<file path="config.mk">
export PLATFORM = sky130hd
export DESIGN_NAME = lc3_controller
export DESIGN_NICKNAME = d
export VERILOG_FILES = /design/src/rtl/lc3_control_pkg.sv /design/src/rtl/lc3_mem_timer.sv /design/src/rtl/lc3_controller.sv
export SDC_FILE = /design/constraint.sdc
export NUM_CORES = 1
export LEC_CHECK = 0
export ABC_AREA = 1
export BUFFER_PORTS_ARGS = -buffer_cell sky130_fd_sc_hd__buf_2
export CAP_MARGIN = 20
export CORE_MARGIN = 3
export CORE_UTILIZATION = 25
export DETAILED_ROUTE_END_ITERATION = 8
export HOLD_SLACK_MARGIN = 0.1
export PLACE_DENSITY = 0.55
export SYNTH_ARGS = -nofsm -noshare
export SYNTH_HDL_FRONTEND = slang
export SYNTH_SLANG_ARGS = --single-unit
</file>
<file path="constraint.sdc">
create_clock -name clock -period 2.2 [get_ports clock]
set_input_delay 0.66 -clock clock [delete_from_list [all_inputs] [get_ports clock]]
set_output_delay 0.66 -clock clock [all_outputs]
set_load 0.01 [all_outputs]
</file>
<file path="src/rtl/lc3_control_pkg.sv">
// Shared types and encodings for the LC3 multicycle control sequencer.
package lc3_control_pkg;

  typedef enum logic [3:0] {
    RST       = 4'd0,
    FETCH     = 4'd1,
    DECODE    = 4'd2,
    EXECUTE   = 4'd3,
    READ_IND  = 4'd4,
    READ_MEM  = 4'd5,
    WRITE_MEM = 4'd6,
    WRITEBACK = 4'd7,
    UPDATE_PC = 4'd8
  } state_e;

  localparam logic [3:0] OP_BR  = 4'b0000;
  localparam logic [3:0] OP_ADD = 4'b0001;
  localparam logic [3:0] OP_LD  = 4'b0010;
  localparam logic [3:0] OP_ST  = 4'b0011;
  localparam logic [3:0] OP_AND = 4'b0101;
  localparam logic [3:0] OP_LDR = 4'b0110;
  localparam logic [3:0] OP_STR = 4'b0111;
  localparam logic [3:0] OP_NOT = 4'b1001;
  localparam logic [3:0] OP_LDI = 4'b1010;
  localparam logic [3:0] OP_STI = 4'b1011;
  localparam logic [3:0] OP_JMP = 4'b1100;
  localparam logic [3:0] OP_LEA = 4'b1110;

  localparam logic [1:0] MEM_READ     = 2'b00;
  localparam logic [1:0] MEM_READ_IND = 2'b01;
  localparam logic [1:0] MEM_WRITE    = 2'b10;
  localparam logic [1:0] MEM_IDLE     = 2'b11;

  function automatic logic is_mem_state(input state_e s);
    return (s == READ_IND) || (s == READ_MEM) || (s == WRITE_MEM);
  endfunction

endpackage

</file>
<file path="src/rtl/lc3_mem_timer.sv">
// Counts cycles spent in a memory state and flags an access that never completes.
module lc3_mem_timer #(
  parameter int unsigned MEM_TIMEOUT = 16
) (
  input  logic clock,
  input  logic reset,
  input  logic clear,
  input  logic enable,
  input  logic done,
  output logic timeout
);

  localparam logic [7:0] LIMIT = 8'(MEM_TIMEOUT - 1);

  logic [7:0] count_q;
  logic [7:0] count_d;

  // Next count: restart on state change, otherwise advance while in a memory state.
  always_comb begin
    count_d = count_q;
    if (clear) begin
      count_d = 8'd0;
    end else if (enable && (count_q != 8'hFF)) begin
      count_d = count_q + 8'd1;
    end else begin
      count_d = count_q;
    end
  end

  // Counter register.
  always_ff @(posedge clock or negedge reset) begin
    if (!reset) begin
      count_q <= 8'd0;
    end else begin
      count_q <= count_d;
    end
  end

  // A completing access in the final cycle is never reported as a timeout.
  assign timeout = enable && !done && (count_q == LIMIT);

endmodule

</file>
<file path="src/rtl/lc3_controller.sv">
// LC3 multicycle control sequencer: phase enables, memory mode and branch decision.
module lc3_controller
  import lc3_control_pkg::*;
#(
  parameter int unsigned MEM_TIMEOUT = 16
) (
  input  logic        clock,
  input  logic        reset,
  input  logic        complete_instr,
  input  logic        complete_data,
  input  logic [15:0] IR_Exec,
  input  logic [2:0]  NZP,
  input  logic [2:0]  psr,
  output logic        enable_fetch,
  output logic        enable_decode,
  output logic        enable_execute,
  output logic        enable_writeback,
  output logic        enable_updatePC,
  output logic        br_taken,
  output logic [1:0]  mem_state,
  output logic        mem_error
);

  state_e     state_q, state_d;
  logic [3:0] opcode;
  logic       timeout;
  logic       timer_clear;
  logic       timer_enable;
  logic       unused_ir_bits;

  logic       enable_fetch_q, enable_fetch_d;
  logic       enable_decode_q, enable_decode_d;
  logic       enable_execute_q, enable_execute_d;
  logic       enable_writeback_q, enable_writeback_d;
  logic       enable_updatePC_q, enable_updatePC_d;
  logic       br_taken_q, br_taken_d;
  logic [1:0] mem_state_q, mem_state_d;
  logic       mem_error_q, mem_error_d;

  assign opcode         = IR_Exec[15:12];
  assign unused_ir_bits = ^IR_Exec[11:0];

  // Next-state logic.
  always_comb begin
    state_d = state_q;
    case (state_q)
      RST:     state_d = FETCH;
      FETCH:   state_d = complete_instr ? DECODE : FETCH;
      DECODE:  state_d = EXECUTE;
      EXECUTE: begin
        case (opcode)
          OP_ADD, OP_AND, OP_NOT, OP_LEA: state_d = WRITEBACK;
          OP_LD, OP_LDR:                  state_d = READ_MEM;
          OP_LDI, OP_STI:                 state_d = READ_IND;
          OP_ST, OP_STR:                  state_d = WRITE_MEM;
          default:                        state_d = UPDATE_PC;
        endcase
      end
      READ_IND: begin
        if (complete_data) begin
          state_d = (opcode == OP_LDI) ? READ_MEM : WRITE_MEM;
        end else if (timeout) begin
          state_d = UPDATE_PC;
        end else begin
          state_d = READ_IND;
        end
      end
      READ_MEM: begin
        if (complete_data) begin
          state_d = WRITEBACK;
        end else if (timeout) begin
          state_d = UPDATE_PC;
        end else begin
          state_d = READ_MEM;
        end
      end
      WRITE_MEM: begin
        if (complete_data || timeout) begin
          state_d = UPDATE_PC;
        end else begin
          state_d = WRITE_MEM;
        end
      end
      WRITEBACK: state_d = UPDATE_PC;
      UPDATE_PC: state_d = FETCH;
      default:   state_d = RST;
    endcase
  end

  // Any state change restarts the timer, so every memory state is entered with a zero count.
  assign timer_clear  = (state_d != state_q);
  assign timer_enable = is_mem_state(state_q);

  lc3_mem_timer #(.MEM_TIMEOUT(MEM_TIMEOUT)) u_mem_timer (
    .clock   (clock),
    .reset   (reset),
    .clear   (timer_clear),
    .enable  (timer_enable),
    .done    (complete_data),
    .timeout (timeout)
  );

  // Output values for the state being entered, so outputs line up with state_q.
  always_comb begin
    enable_fetch_d     = (state_d == FETCH);
    enable_decode_d    = (state_d == DECODE);
    enable_execute_d   = (state_d == EXECUTE);
    enable_writeback_d = (state_d == WRITEBACK);
    enable_updatePC_d  = (state_d == UPDATE_PC);
    mem_error_d        = mem_error_q | (timer_enable & timeout);
    case (state_d)
      READ_IND:  mem_state_d = MEM_READ_IND;
      READ_MEM:  mem_state_d = MEM_READ;
      WRITE_MEM: mem_state_d = MEM_WRITE;
      default:   mem_state_d = MEM_IDLE;
    endcase
    br_taken_d = 1'b0;
    if (state_d == UPDATE_PC) begin
      case (opcode)
        OP_JMP:  br_taken_d = 1'b1;
        OP_BR:   br_taken_d = |(NZP & psr);
        default: br_taken_d = 1'b0;
      endcase
    end else begin
      br_taken_d = 1'b0;
    end
  end

  // State and output registers.
  always_ff @(posedge clock or negedge reset) begin
    if (!reset) begin
      state_q            <= RST;
      enable_fetch_q     <= 1'b0;
      enable_decode_q    <= 1'b0;
      enable_execute_q   <= 1'b0;
      enable_writeback_q <= 1'b0;
      enable_updatePC_q  <= 1'b0;
      br_taken_q         <= 1'b0;
      mem_state_q        <= MEM_IDLE;
      mem_error_q        <= 1'b0;
    end else begin
      state_q            <= state_d;
      enable_fetch_q     <= enable_fetch_d;
      enable_decode_q    <= enable_decode_d;
      enable_execute_q   <= enable_execute_d;
      enable_writeback_q <= enable_writeback_d;
      enable_updatePC_q  <= enable_updatePC_d;
      br_taken_q         <= br_taken_d;
      mem_state_q        <= mem_state_d;
      mem_error_q        <= mem_error_d;
    end
  end

  assign enable_fetch     = enable_fetch_q;
  assign enable_decode    = enable_decode_q;
  assign enable_execute   = enable_execute_q;
  assign enable_writeback = enable_writeback_q;
  assign enable_updatePC  = enable_updatePC_q;
  assign br_taken         = br_taken_q;
  assign mem_state        = mem_state_q;
  assign mem_error        = mem_error_q;

endmodule

</file>
=== Word-level counts from Yosys, hierarchy flattened ===
Memory sizes are Yosys's and may differ from the RTL's.
Cells that the tools add are included.

* Bitwise gates (word level): 3
* Add/sub/neg operators: 1
* Eq/ne operators: 21
* Reductions and logical operators: 12
* Multiplexer cells: 13

{| class="wikitable"
|+ Operators with widths
! cell !! count
|-
| equality test 4 x 3 -> 1 bit, second input constant || 8
|-
| one-hot mux 4 bit (8 select lines) || 1
|-
| 2-to-1 mux 4 bit || 5
|-
| equality test 4 x 2 -> 1 bit, second input constant || 4
|-
| equality test 4 bit, second input constant || 4
|-
| 2-to-1 mux 8 bit || 2
|-
| adder 8 x 1 -> 8 bit, second input constant || 1
|-
| equality test 4 x 1 -> 1 bit, second input constant || 2
|-
| equality test 8 x 4 -> 1 bit, second input constant || 1
|-
| logical NOT 4 bit || 2
|-
| != test 8 bit, second input constant || 1
|-
| one-hot mux 2 bit (3 select lines) || 1
|-
| 2-to-1 mux 2 bit || 2
|-
| != test 4 bit || 1
|-
| AND 3 bit || 1
|-
| logical AND 1 bit || 3
|-
| logical OR 1 bit || 3
|-
| OR reduction 3 bit || 1
|-
| one-hot mux 1 bit (2 select lines) || 1
|-
| nonzero test 2 bit || 1
|-
| OR reduction 2 bit || 1
|-
| AND 1 bit || 1
|-
| logical NOT 1 bit || 1
|-
| 2-to-1 mux 1 bit || 1
|-
| bitwise OR 1 bit || 1
|}

* Memories kept: 1
* Input bits: 26
* Flip-flop bits (word level): 21
* Memory bits (read-only): 64

{| class="wikitable"
|+ Memory list
! name !! depth !! bits a word !! read ports !! clocked after memory_dff !! write ports !! RTL line !! RTL
|-
| (name not given) || 16 || 4 || 1 || 0 || 0 || lc3_controller.sv:51 || <nowiki>case (opcode)</nowiki>
|}

=== Depth between registers and ports, before layout ===
Gate-level depths: netlist of run 1.

* Depth after elaboration: 10
* Depth in mapped cells: 11

=== Cells and area by module ===
A second synthesis of run 1 with hierarchy kept.

* Cell total of the unflattened synthesis: 197
* Area total of the unflattened synthesis: 1370.1 µm²

{| class="wikitable"
|+ Modules (own cells, without submodules)
! module !! instances !! cells an instance !! area an instance (µm²)
|-
| lc3_controller || 1 || 119 || 844.6
|-
| lc3_mem_timer || 1 || 78 || 525.5
|}

=== Least setup slack after synthesis of run 1 ===
OpenSTA, ideal clock, no wires.

* Path type: in2reg
* From: input port IR_Exec[12]
* To: register u_mem_timer.count_q[2]
* Stages on the path: 11
* Data arrival time: 1.676 ns
* Setup time: 0.120 ns
* Path buffers: 0
* Setup slack: 0.404 ns
* Required time: 2.080 ns
* Cell sequence: inv_1 ha_1 nand2_1 nor2_1 nor2_1 nor2_1 nand3_4 nand2_1 nand2_2 nand3_4 nor2_1

* Longest elaborated chain between the ends: 6
* Elaborated cells between the ends (all ways): 8
* Those cells by class: 2 x eq/ne; 4 x mux; 1 x reduce/logical; 1 x memory

{| class="wikitable"
|+ RTL lines
! item !! RTL line !! RTL
|-
| start: declaration || lc3_controller.sv:11 || <nowiki>input logic [15:0] IR_Exec,</nowiki>
|-
| branches (longest 3 deep; another with memory read (16 x 4 bit)) || n/a ||
|-
| one-hot mux 4 bit (8 select lines) * || lc3_controller.sv:46 || <nowiki>case (state_q)</nowiki>
|-
| net state_d[1] || lc3_controller.sv:24 || <nowiki>state_e state_q, state_d;</nowiki>
|-
| != test 4 bit * || lc3_controller.sv:91 || <nowiki>assign timer_clear = (state_d != state_q);</nowiki>
|-
| 2-to-1 mux 8 bit / nonzero test 2 bit (equally long branches) || n/a ||
|-
| end signal: assignment || lc3_mem_timer.sv:35 || <nowiki>count_q <= count_d;</nowiki>
|-
| end: declaration || lc3_mem_timer.sv:15 || <nowiki>logic [7:0] count_q;</nowiki>
|}

Mark *: on every way through the listed nets, which the timed path passes.
A chain may end at the register's enable or synchronous reset.

=== Worst setup path after layout of run 1 ===
* From: input port IR_Exec[12]
* To: register u_mem_timer.count_q[4]

The elaborated chain is that of the path after synthesis.

==> impl_metrics.env, run 1 <==
export IMPL_status="finished clean"
export IMPL_grt_overflow_total=0
export IMPL_io_buffer_count=22
export IMPL_p_total_mw=1.49
export IMPL_fillers=547
export IMPL_clkSlewWorstSetupHoldPaths_ps=80
export IMPL_grt_pass1_wl_mm=4.66
export IMPL_power_switching_uw=666
export IMPL_fp_dieW_um=78.0
export IMPL_relSlewSlack_pct=69.2
export IMPL_period_minus_slack_ps=1860
export IMPL_cp_end_kind="flip-flop"
export IMPL_avgSynthCellArea_um2=7.23
export IMPL_hold_viol_final=0
export IMPL_drc_errors=0
export IMPL_cts_tree="yes"
export IMPL_rows=25
export IMPL_whs_ps=342
export IMPL_slew_violations=0
export IMPL_fin_crit_sh_pct=84.5
export IMPL_worst_slew_pin_slew_ps=463
export IMPL_ys_types=22
export IMPL_num_antenna_cells=0
export IMPL_synth_seq_cells=21
export IMPL_cp_required_ps=2390
export IMPL_first_iter_violations=35
export IMPL_pre_cts_slack_ps=70.4
export IMPL_cts_root_buf="clkbuf_8"
export IMPL_p_comb_share_pct=47.3
export IMPL_ir_worst_vdd_mv=0.496
export IMPL_drt_pass1_iterations=4
export IMPL_cts_hold_buf=0
export IMPL_syn_cell_area_mm2=0.00129
export IMPL_most_common_layout_cells="nand2_1, nor2_1, inv_1, buf_2, dfrtp_1"
export IMPL_max_clock_freq_mhz=538
export IMPL_crit_path_top_delay_cell="ha_1"
export IMPL_coreArea_mm2=0.00485
export IMPL_cp_arrival_ps=2050
export IMPL_worstSetupStartpointType="primary input"
export IMPL_initial_utilization_pct=26.7
export IMPL_drive_gt1_share_pct=21.6
export IMPL_post_cts_resized=0
export IMPL_multi_input_area_um2=658
export IMPL_path_cells="buf_2, inv_1, ha_1, nor2_1, o21ai_0, nand2_1, nand3_2, nand2_1, nand2_1, nand3_4, nor2_1"
export IMPL_mostFrequentLayoutCell="nand2_1"
export IMPL_layout_setup_ws_ps=340
export IMPL_wl_per_cell_um=9.65
export IMPL_clock_skew_ps=6.02
export IMPL_design_final_nets=235
export IMPL_seq_power_share_pct=35.7
export IMPL_hp_class="in2async"
export IMPL_grt_pass1_vias=1055
export IMPL_dieArea_mm2=0.00608
export IMPL_htree_levels=1
export IMPL_wl_mm=2.62
export IMPL_critPathMaxStageDelay_ps=200
export IMPL_p_per_area_mw_per_mm2=973
export IMPL_syn2layout_area_growth_pct=18.2
export IMPL_yosys_warnings=0
export IMPL_switching_share_pct=44.7
export IMPL_postSynthCellCount=179
export IMPL_crit_top_cell="nand2_1"
export IMPL_tns_ps=0
export IMPL_grt_antenna_before_repair=0
export IMPL_via_per_inst=4.12
export IMPL_drv_cap=0
export IMPL_grt_max_degree=22
export IMPL_cts_setup_buffers=0
export IMPL_grt_total_usage_pct=9.25
export IMPL_intPower_uw=823
export IMPL_leakage_nw=0.819
export IMPL_r2r_setup_slack_ps=510
export IMPL_clock_latency_ps=260
export IMPL_clockBufferDepth=2
export IMPL_dpl_hpwl_mm=2.07
export IMPL_pwr_share_clk_pct=17.1
export IMPL_numCtsBuffers=3
export IMPL_crit_path_max_fanout=8
export IMPL_rsz0062_at_grt="false"
export IMPL_die_h_um=78.0
export IMPL_clock_sinks=21
export IMPL_regArea_um2=528
export IMPL_finalCoreUtilization_pct=31.6
export IMPL_crit_type="in2reg"
export IMPL_ios=35
export IMPL_synth_fp_nets=209
export IMPL_ant_nets=0
export IMPL_setup_viol_count_final=0
export IMPL_num_vias=1117
export IMPL_place_congestion=0.830
export IMPL_ys_seq_area_share_pct=40.8
registers in the layout (all words and copies together) (netlist names):
register and cells:
enable_fetch 1, mem_state 2, enable_decode 1, state_q 4, mem_error 1, br_taken 1
u_mem_timer.count_q 8, enable_updatePC 1, enable_execute 1, enable_writeback 1
power groups by stage:
stage | combinational [mW] | clock (mW) | sequential (mW)
after global placement | 0.701 | 0 | 0.542
after global routing | 0.814 | 0.282 | 0.540
final | 0.704 | 0.254 | 0.531
after detailed placement | 0.708 | 0 | 0.537
after floorplan | 0.536 | 0 | 0.533
after CTS | 0.716 | 0.272 | 0.532
worst paths after layout:
kind / startpoint / to / depth (start not counted)
min in group clock: mem_error / mem_error / 2
setup / recovery: IR_Exec[12] / u_mem_timer.count_q[4] / 11
hold / removal: reset / u_mem_timer.count_q[2] / 1
max in group asynchronous: reset / mem_state[0] / 1
setup reg to reg: u_mem_timer.count_q[0] / u_mem_timer.count_q[4] / 10
hold reg to reg: mem_error / mem_error / 2
stage by stage:
step	instance area (um^2)	std cells
2_1_floorplan	1290	179
3_3_place_gp	1480	267
3_5_place_dp	1480	267
4_1_cts	1530	271
5_1_grt	1530	271
6_report	1530	271
cell families after synthesis:
family | Yosys count | share of synthesized area, %
AOI/OAI and AO/OA | 9 | 3.77
xor gates and xnor gates | 5 | 3.38
adders and majority gates | 4 | 3.86
buffers and inverters | 28 | 8.41
DFF | 21 | 40.8
and+or+nand+nor | 112 | 39.8
routing by layer:
| layer | vias up | wire, um | GRT usage, % |
|---|---|---|---|
| met5 | - | 0 | 0 |
| met4 | 0 | 15 | 2.10 |
| met3 | 2 | 101 | 2.55 |
| met2 | 14 | 1210 | 14.6 |
| met1 | 493 | 1280 | 12.6 |
| li1 | 608 | - | - |
cell type report:
cell class	instances	area share, %
Multi-Input combinational cell	130	43.0
Sequential cell	21	34.5
Timing Repair Buffer	22	7.20
Inverter	27	6.62
Tap cell	67	5.48
Clock buffer	3	2.70
Clock inverter	1	0.491
synth_stat cells:
cell type / instances / area share [%]
nor3_1: 1 / 0.39
buf_4: 1 / 0.58
nand2_1: 44 / 13
inv_1: 24 / 7.0
nor2_1: 36 / 10
nor2_2: 2 / 0.97
nand4_1: 6 / 2.9
xor2_1: 4 / 2.7
and3_1: 2 / 0.97
a21oi_1: 2 / 0.77
inv_2: 3 / 0.87
o21ai_1: 2 / 0.77
ha_1: 4 / 3.9
dfrtp_1: 19 / 37
nand2_2: 6 / 2.9
nand3_4: 2 / 2.7
a31o_2: 1 / 0.68
nand3_2: 2 / 1.5
dfstp_2: 2 / 4.1
nand3_1: 11 / 4.3
o21ai_0: 4 / 1.5
xnor2_1: 1 / 0.68
worst max-delay path, delay by kind of cell:
family,cells,cell delay (ps)
and+or+nand+nor,7,750
AOI/OAI and AO/OA,1,200
buffers and inverters,2,220
adders and majority gates,1,200
Note: power is estimated with default switching activity, not from simulation.
==> inputs of run 2 (changes only) <==
--- a/config.mk
+++ b/config.mk
@@ -5,7 +5,7 @@
 export SDC_FILE = /design/constraint.sdc
 export NUM_CORES = 1
 export LEC_CHECK = 0
-export ABC_AREA = 1
+export ABC_AREA = 0
 export BUFFER_PORTS_ARGS = -buffer_cell sky130_fd_sc_hd__buf_2
 export CAP_MARGIN = 20
 export CORE_MARGIN = 3
==> constraint.sdc (replaced) <==
create_clock -name clock -period 1.8 [get_ports clock]
set_input_delay 0.54 -clock clock [delete_from_list [all_inputs] [get_ports clock]]
set_output_delay 0.54 -clock clock [all_outputs]
set_load 0.01 [all_outputs]
==> impl_metrics.env, run 2 <==
export IMPL_drt_pass1_iterations=4
export IMPL_stdcell_count=258
export IMPL_ys_seq_area_share_pct=38.8
export IMPL_fin_crit_sh_pct=98.9
export IMPL_grt_antenna_before_repair=0
export IMPL_crit_path_start="IR_Exec[13]"
export IMPL_synth_top_area_share_pct=35.0
export IMPL_grt_total_usage_pct=10.7
export IMPL_cp_end_kind="flip-flop"
export IMPL_coreArea_mm2=0.00517
export IMPL_drc_errors=0
export IMPL_initial_utilization_pct=26.3
export IMPL_dpl_hpwl_mm=2.43
export IMPL_cp_required_ps=1990
export IMPL_num_antenna_cells=0
export IMPL_cp_arrival_ps=1970
export IMPL_wl_mm=3.24
export IMPL_top_register="u_mem_timer.count_q"
export IMPL_via_per_inst=4.66
export IMPL_p_total_mw=2.63
export IMPL_synth_fp_nets=163
export IMPL_clockBufferDepth=2
export IMPL_synth_seq_cells=21
export IMPL_largest_reg_flops=8
export IMPL_async_flop_share_pct=100
export IMPL_first_iter_violations=31
export IMPL_cts_hold_buf=0
export IMPL_synthFlopType="dfrtp_1"
export IMPL_slew_violations=0
export IMPL_multi_input_area_um2=941
export IMPL_num_vias=1202
export IMPL_yosys_area_top_type="dfrtp_1"
export IMPL_pre_cts_slack_ps=-330
export IMPL_grt_pass1_wl_mm=5.33
export IMPL_place_congestion=0.858
export IMPL_cts_tree="yes"
export IMPL_rows=26
export IMPL_crit_path_max_fanout=8
export IMPL_ir_worst_vdd_mv=0.683
export IMPL_hold_viol_final=0
export IMPL_ios=35
export IMPL_avgSynthCellArea_um2=10.2
export IMPL_finalCoreUtilization_pct=39.0
export IMPL_clock_skew_ps=8.90
export IMPL_hp_class="in2async"
export IMPL_die_h_um=79.8
export IMPL_htree_levels=1
export IMPL_grt_overflow_total=0
export IMPL_ant_nets=0
export IMPL_worst_slew_pin_slew_ps=484
export IMPL_synth_edf_count=0
export IMPL_drv_cap=0
export IMPL_yosys_warnings=0
export IMPL_drive_gt1_share_pct=55.9
export IMPL_syn2layout_area_growth_pct=48.5
export IMPL_wl_per_cell_um=12.5
export IMPL_p_per_area_mw_per_mm2=1300
export IMPL_dp_cells=249
export IMPL_grt_max_degree=22
export IMPL_synth_common_cells="dfrtp_1, nand2_1, nor3_2"
export IMPL_grt_pass1_vias=1191
export IMPL_postSynthCellCount=133
export IMPL_mostFrequentLayoutCell="buf_4"
export IMPL_leakage_nw=0.837
export IMPL_yosysMostFrequentCell="dfrtp_1"
export IMPL_ys_types=52
export IMPL_relSlewSlack_pct=67.7
export IMPL_rsz0062_at_grt="true"
export IMPL_most_common_layout_cells="buf_4, buf_2, dfrtp_1, nand2_1, nor3_2"
export IMPL_r2r_start="state_q[3]"
export IMPL_crit_type="in2reg"
export IMPL_io_buffer_count=22
export IMPL_worstSetupStartpointType="primary input"
export IMPL_fp_dieW_um=79.8
export IMPL_clock_sinks=21
export IMPL_clkSlewWorstSetupHoldPaths_ps=80
export IMPL_clock_latency_ps=260
export IMPL_fillers=523
export IMPL_numCtsBuffers=3
export IMPL_status="finished clean"
export IMPL_period_minus_slack_ps=1780
export IMPL_setup_viol_count_final=0
export IMPL_syn_cell_area_mm2=0.00136
export IMPL_design_final_nets=219
export IMPL_max_clock_freq_mhz=562
export IMPL_cts_root_buf="clkbuf_8"
export IMPL_dieArea_mm2=0.00636
export IMPL_regArea_um2=532
export IMPL_synth_area_top_cells="dfrtp_1, nor3_2, dfstp_2"
export IMPL_layout_setup_ws_ps=20.5
run 2: cell count changes in the layout (fill, tap and decap cells not counted), moves of 4 or more:
cell,before,now
inv_1,24,4
nor3_1,1,5
nand2_1,44,10
ha_1,4,0
nand4_1,6,1
buf_4,0,31
nor3_2,0,9
nand3_1,11,5
nor2_1,36,5
nand2_2,6,2
run 2: cells by family after synthesis:
family,after synthesis,synth area share [%]
simple gates,64,31.2
compound gates,27,16.6
flops,21,38.8
buf+inv,9,4.32
xor+xnor,5,3.22
fa+ha+maj,4,3.68
mux,3,2.21
run 2: where the power goes:
part / switching (mW) / leakage, nW / internal (mW) / total (mW)
Combinational: 0.822 / 0.542 / 0.832 / 1.65
Clock: 0.159 / 0.0217 / 0.156 / 0.315
Sequential: 0.0831 / 0.274 / 0.576 / 0.659
Total: 1.06 / 0.837 / 1.56 / 2.63
run 2: worst paths after layout:
| path | to | slack, ps | cells after the start |
|---|---|---|---|
| setup reg to reg | u_mem_timer.count_q[1] | 30 | 6 |
| hold / removal | u_mem_timer.count_q[2] | 230 | 1 |
| hold reg to reg | mem_error | 490 | 1 |
| min in group clock | mem_error | 490 | 1 |
| setup / recovery | u_mem_timer.count_q[1] | 20 | 9 |
| max in group asynchronous | mem_state[1] | 1210 | 1 |
run 2: timing repair:
item,4_1_cts,5_1_grt
gates resized for setup,11,20
pin swaps,4,1
buffers inserted,2,3
setup endpoints to repair,9,10
run 2: cell type report:
cell class / instances / area share, %
repair buffers: 55 / 19.3
inverters: 5 / 1.05
clock inverters: 1 / 0.372
flip-flops and latches: 21 / 26.3
clock buffers: 3 / 2.04
multi-input cells: 103 / 46.6
well taps: 70 / 4.34
run 2: critical path, stage by stage:
cell and delay, ps:
buf_4 130, inv_1 80, ha_2 190, mux2i_4 80, a211oi_4 350, a211oi_2 60, a311o_1 290, buf_6 150
nor3_2 110
run 2: stage by stage:
step,hold slack [ps],cell area [um^2],setup TNS [ps]
floorplan,244,1390,0
finish,225,2020,0
global placement,457,1770,-3400
CTS,242,1900,0
detailed placement,483,1770,-3670
global route,256,2020,-375
run 2: routing by layer:
metal | global-route usage [%] | up-vias | wire length, um
met5 | 0 | - | 0
met4 | 4.05 | 0 | 40
met3 | 1.69 | 4 | 112
met2 | 18.9 | 20 | 1630
met1 | 13.0 | 570 | 1450
li1 | - | 608 | -
==> inputs of run 3 (changes only) <==
--- a/config.mk
+++ b/config.mk
@@ -13,6 +13,7 @@
 export DETAILED_ROUTE_END_ITERATION = 8
 export HOLD_SLACK_MARGIN = 0.1
 export PLACE_DENSITY = 0.55
+export REMOVE_ABC_BUFFERS = 1
 export SYNTH_ARGS = -nofsm -noshare
 export SYNTH_HDL_FRONTEND = slang
 export SYNTH_SLANG_ARGS = --single-unit
==> impl_metrics.env, run 3 (same netlist as run 2, synthesis figures left out) <==
export IMPL_top_register="u_mem_timer.count_q"
export IMPL_num_antenna_cells=0
export IMPL_cp_end_kind="flip-flop"
export IMPL_clock_skew_ps=8.55
export IMPL_relSlewSlack_pct=68.6
export IMPL_syn2layout_area_growth_pct=54.3
export IMPL_grt_antenna_before_repair=0
export IMPL_leakage_nw=0.924
export IMPL_initial_utilization_pct=26.3
export IMPL_hold_viol_final=0
export IMPL_wl_mm=3.38
export IMPL_cp_arrival_ps=1980
export IMPL_layout_setup_ws_ps=-4.96
export IMPL_via_per_inst=4.57
export IMPL_p_per_area_mw_per_mm2=1300
export IMPL_die_h_um=79.8
export IMPL_worstSetupStartpointType="primary input"
export IMPL_numCtsBuffers=3
export IMPL_num_vias=1253
export IMPL_fp_dieW_um=79.8
export IMPL_finalCoreUtilization_pct=40.6
export IMPL_period_minus_slack_ps=1800
export IMPL_dpl_hpwl_mm=2.56
export IMPL_clockBufferDepth=2
export IMPL_fillers=516
export IMPL_grt_overflow_total=0
export IMPL_p_comb_share_pct=64.4
export IMPL_io_buffer_count=22
export IMPL_intPower_mw=1.66
export IMPL_critPathMaxStageDelay_ps=300
export IMPL_htree_levels=1
export IMPL_design_final_nets=235
export IMPL_ios=35
export IMPL_pwr_share_clk_pct=11.5
export IMPL_ir_worst_vdd_mv=0.547
export IMPL_dieArea_mm2=0.00636
export IMPL_max_clock_freq_mhz=554
export IMPL_regArea_um2=533
export IMPL_wl_per_cell_um=12.3
export IMPL_place_congestion=0.859
export IMPL_worst_slew_pin_slew_ps=467
export IMPL_clkSlewWorstSetupHoldPaths_ps=80
export IMPL_rsz0062_at_grt="true"
export IMPL_drv_cap=0
export IMPL_crit_type="in2reg"
export IMPL_r2r_setup_slack_ps=-5
export IMPL_power_switching_mw=1.06
export IMPL_slew_violations=0
export IMPL_ant_nets=0
export IMPL_mostFrequentLayoutCell="buf_4"
export IMPL_path_cells="buf_6, inv_2, ha_2, nor2_1, a211oi_2, a211oi_2, a311o_1, buf_6, nor3_2"
export IMPL_cts_root_buf="clkbuf_8"
export IMPL_dp_cells=264
export IMPL_fin_crit_sh_pct=100
export IMPL_largest_reg_flops=8
export IMPL_grt_max_degree=22
export IMPL_drive_gt1_share_pct=57.4
export IMPL_stdcell_count=274
export IMPL_crit_path_top_delay_cell="ha_2"
export IMPL_cts_hold_buf=0
export IMPL_cts_tree="yes"
export IMPL_setup_viol_count_final=3
export IMPL_rows=26
export IMPL_clock_latency_ps=260
export IMPL_most_common_layout_cells="buf_4, buf_2, dfrtp_1, nand2_1"
export IMPL_hp_class="in2async"
export IMPL_grt_total_usage_pct=11.1
export IMPL_first_iter_violations=28
export IMPL_grt_pass1_wl_mm=5.71
export IMPL_switching_share_pct=39.1
export IMPL_crit_path_max_fanout=8
export IMPL_violations="negative setup slack"
export IMPL_status="finished with violations"
export IMPL_drt_pass1_iterations=4
export IMPL_multi_input_area_um2=891
export IMPL_clock_sinks=21
export IMPL_worstRegToRegCells=6
export IMPL_grt_pass1_vias=1249
export IMPL_seq_power_share_pct=24.1
export IMPL_cp_required_ps=1980
export IMPL_coreArea_mm2=0.00517
export IMPL_drc_errors=0
## run 3: layout make-up
cell class	instances	area share [%]
timing repair buffer	71	24.9
clock buffer	4	2.15
sequential	21	25.4
inverter	5	0.894
multi-input combinational	103	42.5
tap	70	4.17
## run 3: critical path: cells and delay by family
| family | cells | cell delay [ps] |
|---|---|---|
| AOI/OAI and AO/OA | 3 | 670 |
| adders and majority gates | 1 | 300 |
| buffers and inverters | 3 | 290 |
| and+or+nand+nor | 2 | 190 |
## run 3: repair_timing
action | in CTS | in global routing
setup endpoints to repair | 9 | 11
setup buffers | 3 | 3
gates resized for setup | 23 | 9
hold endpoints to repair | 0 | 0
pin swaps | 17 | 6
## run 3: layer usage
metal | share of wire, % | global-route usage [%] | routed length, um | vias up
met1 | 47 | 14.8 | 1600 | 590
met4 | 0.38 | 3.04 | 13 | 0
met5 | 0 | 0 | 0 | -
li1 | - | - | - | 636
met3 | 3.4 | 1.81 | 116 | 2
met2 | 49 | 18.6 | 1650 | 25
## run 3: per-stage QoR
stage               cell area [um^2]  power, mW  setup slack (ps)  TNS [ps]  hold WS (ps)
floorplan                       1320       1.36              -136     -1110           244
global placement                1850       2.08              -347     -3850           460
detailed placement              1850       2.07              -376     -4080           476
CTS                             2020       2.58             0.110         0           241
global route                    2100       2.92             -74.4      -624           261
finish                          2100       2.72             -4.96     -11.7           220
## run 3: power groups by stage
stage          Sequential [mW]  Clock, mW  Combinational [mW]
2_1_floorplan            0.692          0               0.667
3_3_place_gp             0.674          0                1.40
3_5_place_dp             0.669          0                1.40
4_1_cts                  0.663      0.326                1.59
5_1_grt                  0.670      0.355                1.89
6_report                 0.657      0.313                1.75
## run 3: path summary, 6_finish.rpt
| kind | startpoint | endpoint |
|---|---|---|
| worst min register to register | mem_error | mem_error |
| min in group clock | mem_error | mem_error |
| worst min-delay path | reset | u_mem_timer.count_q[5] |
| worst max register to register | state_q[2] | u_mem_timer.count_q[7] |
| worst max-delay path | IR_Exec[13] | u_mem_timer.count_q[7] |
| max in group asynchronous | reset | state_q[0] |
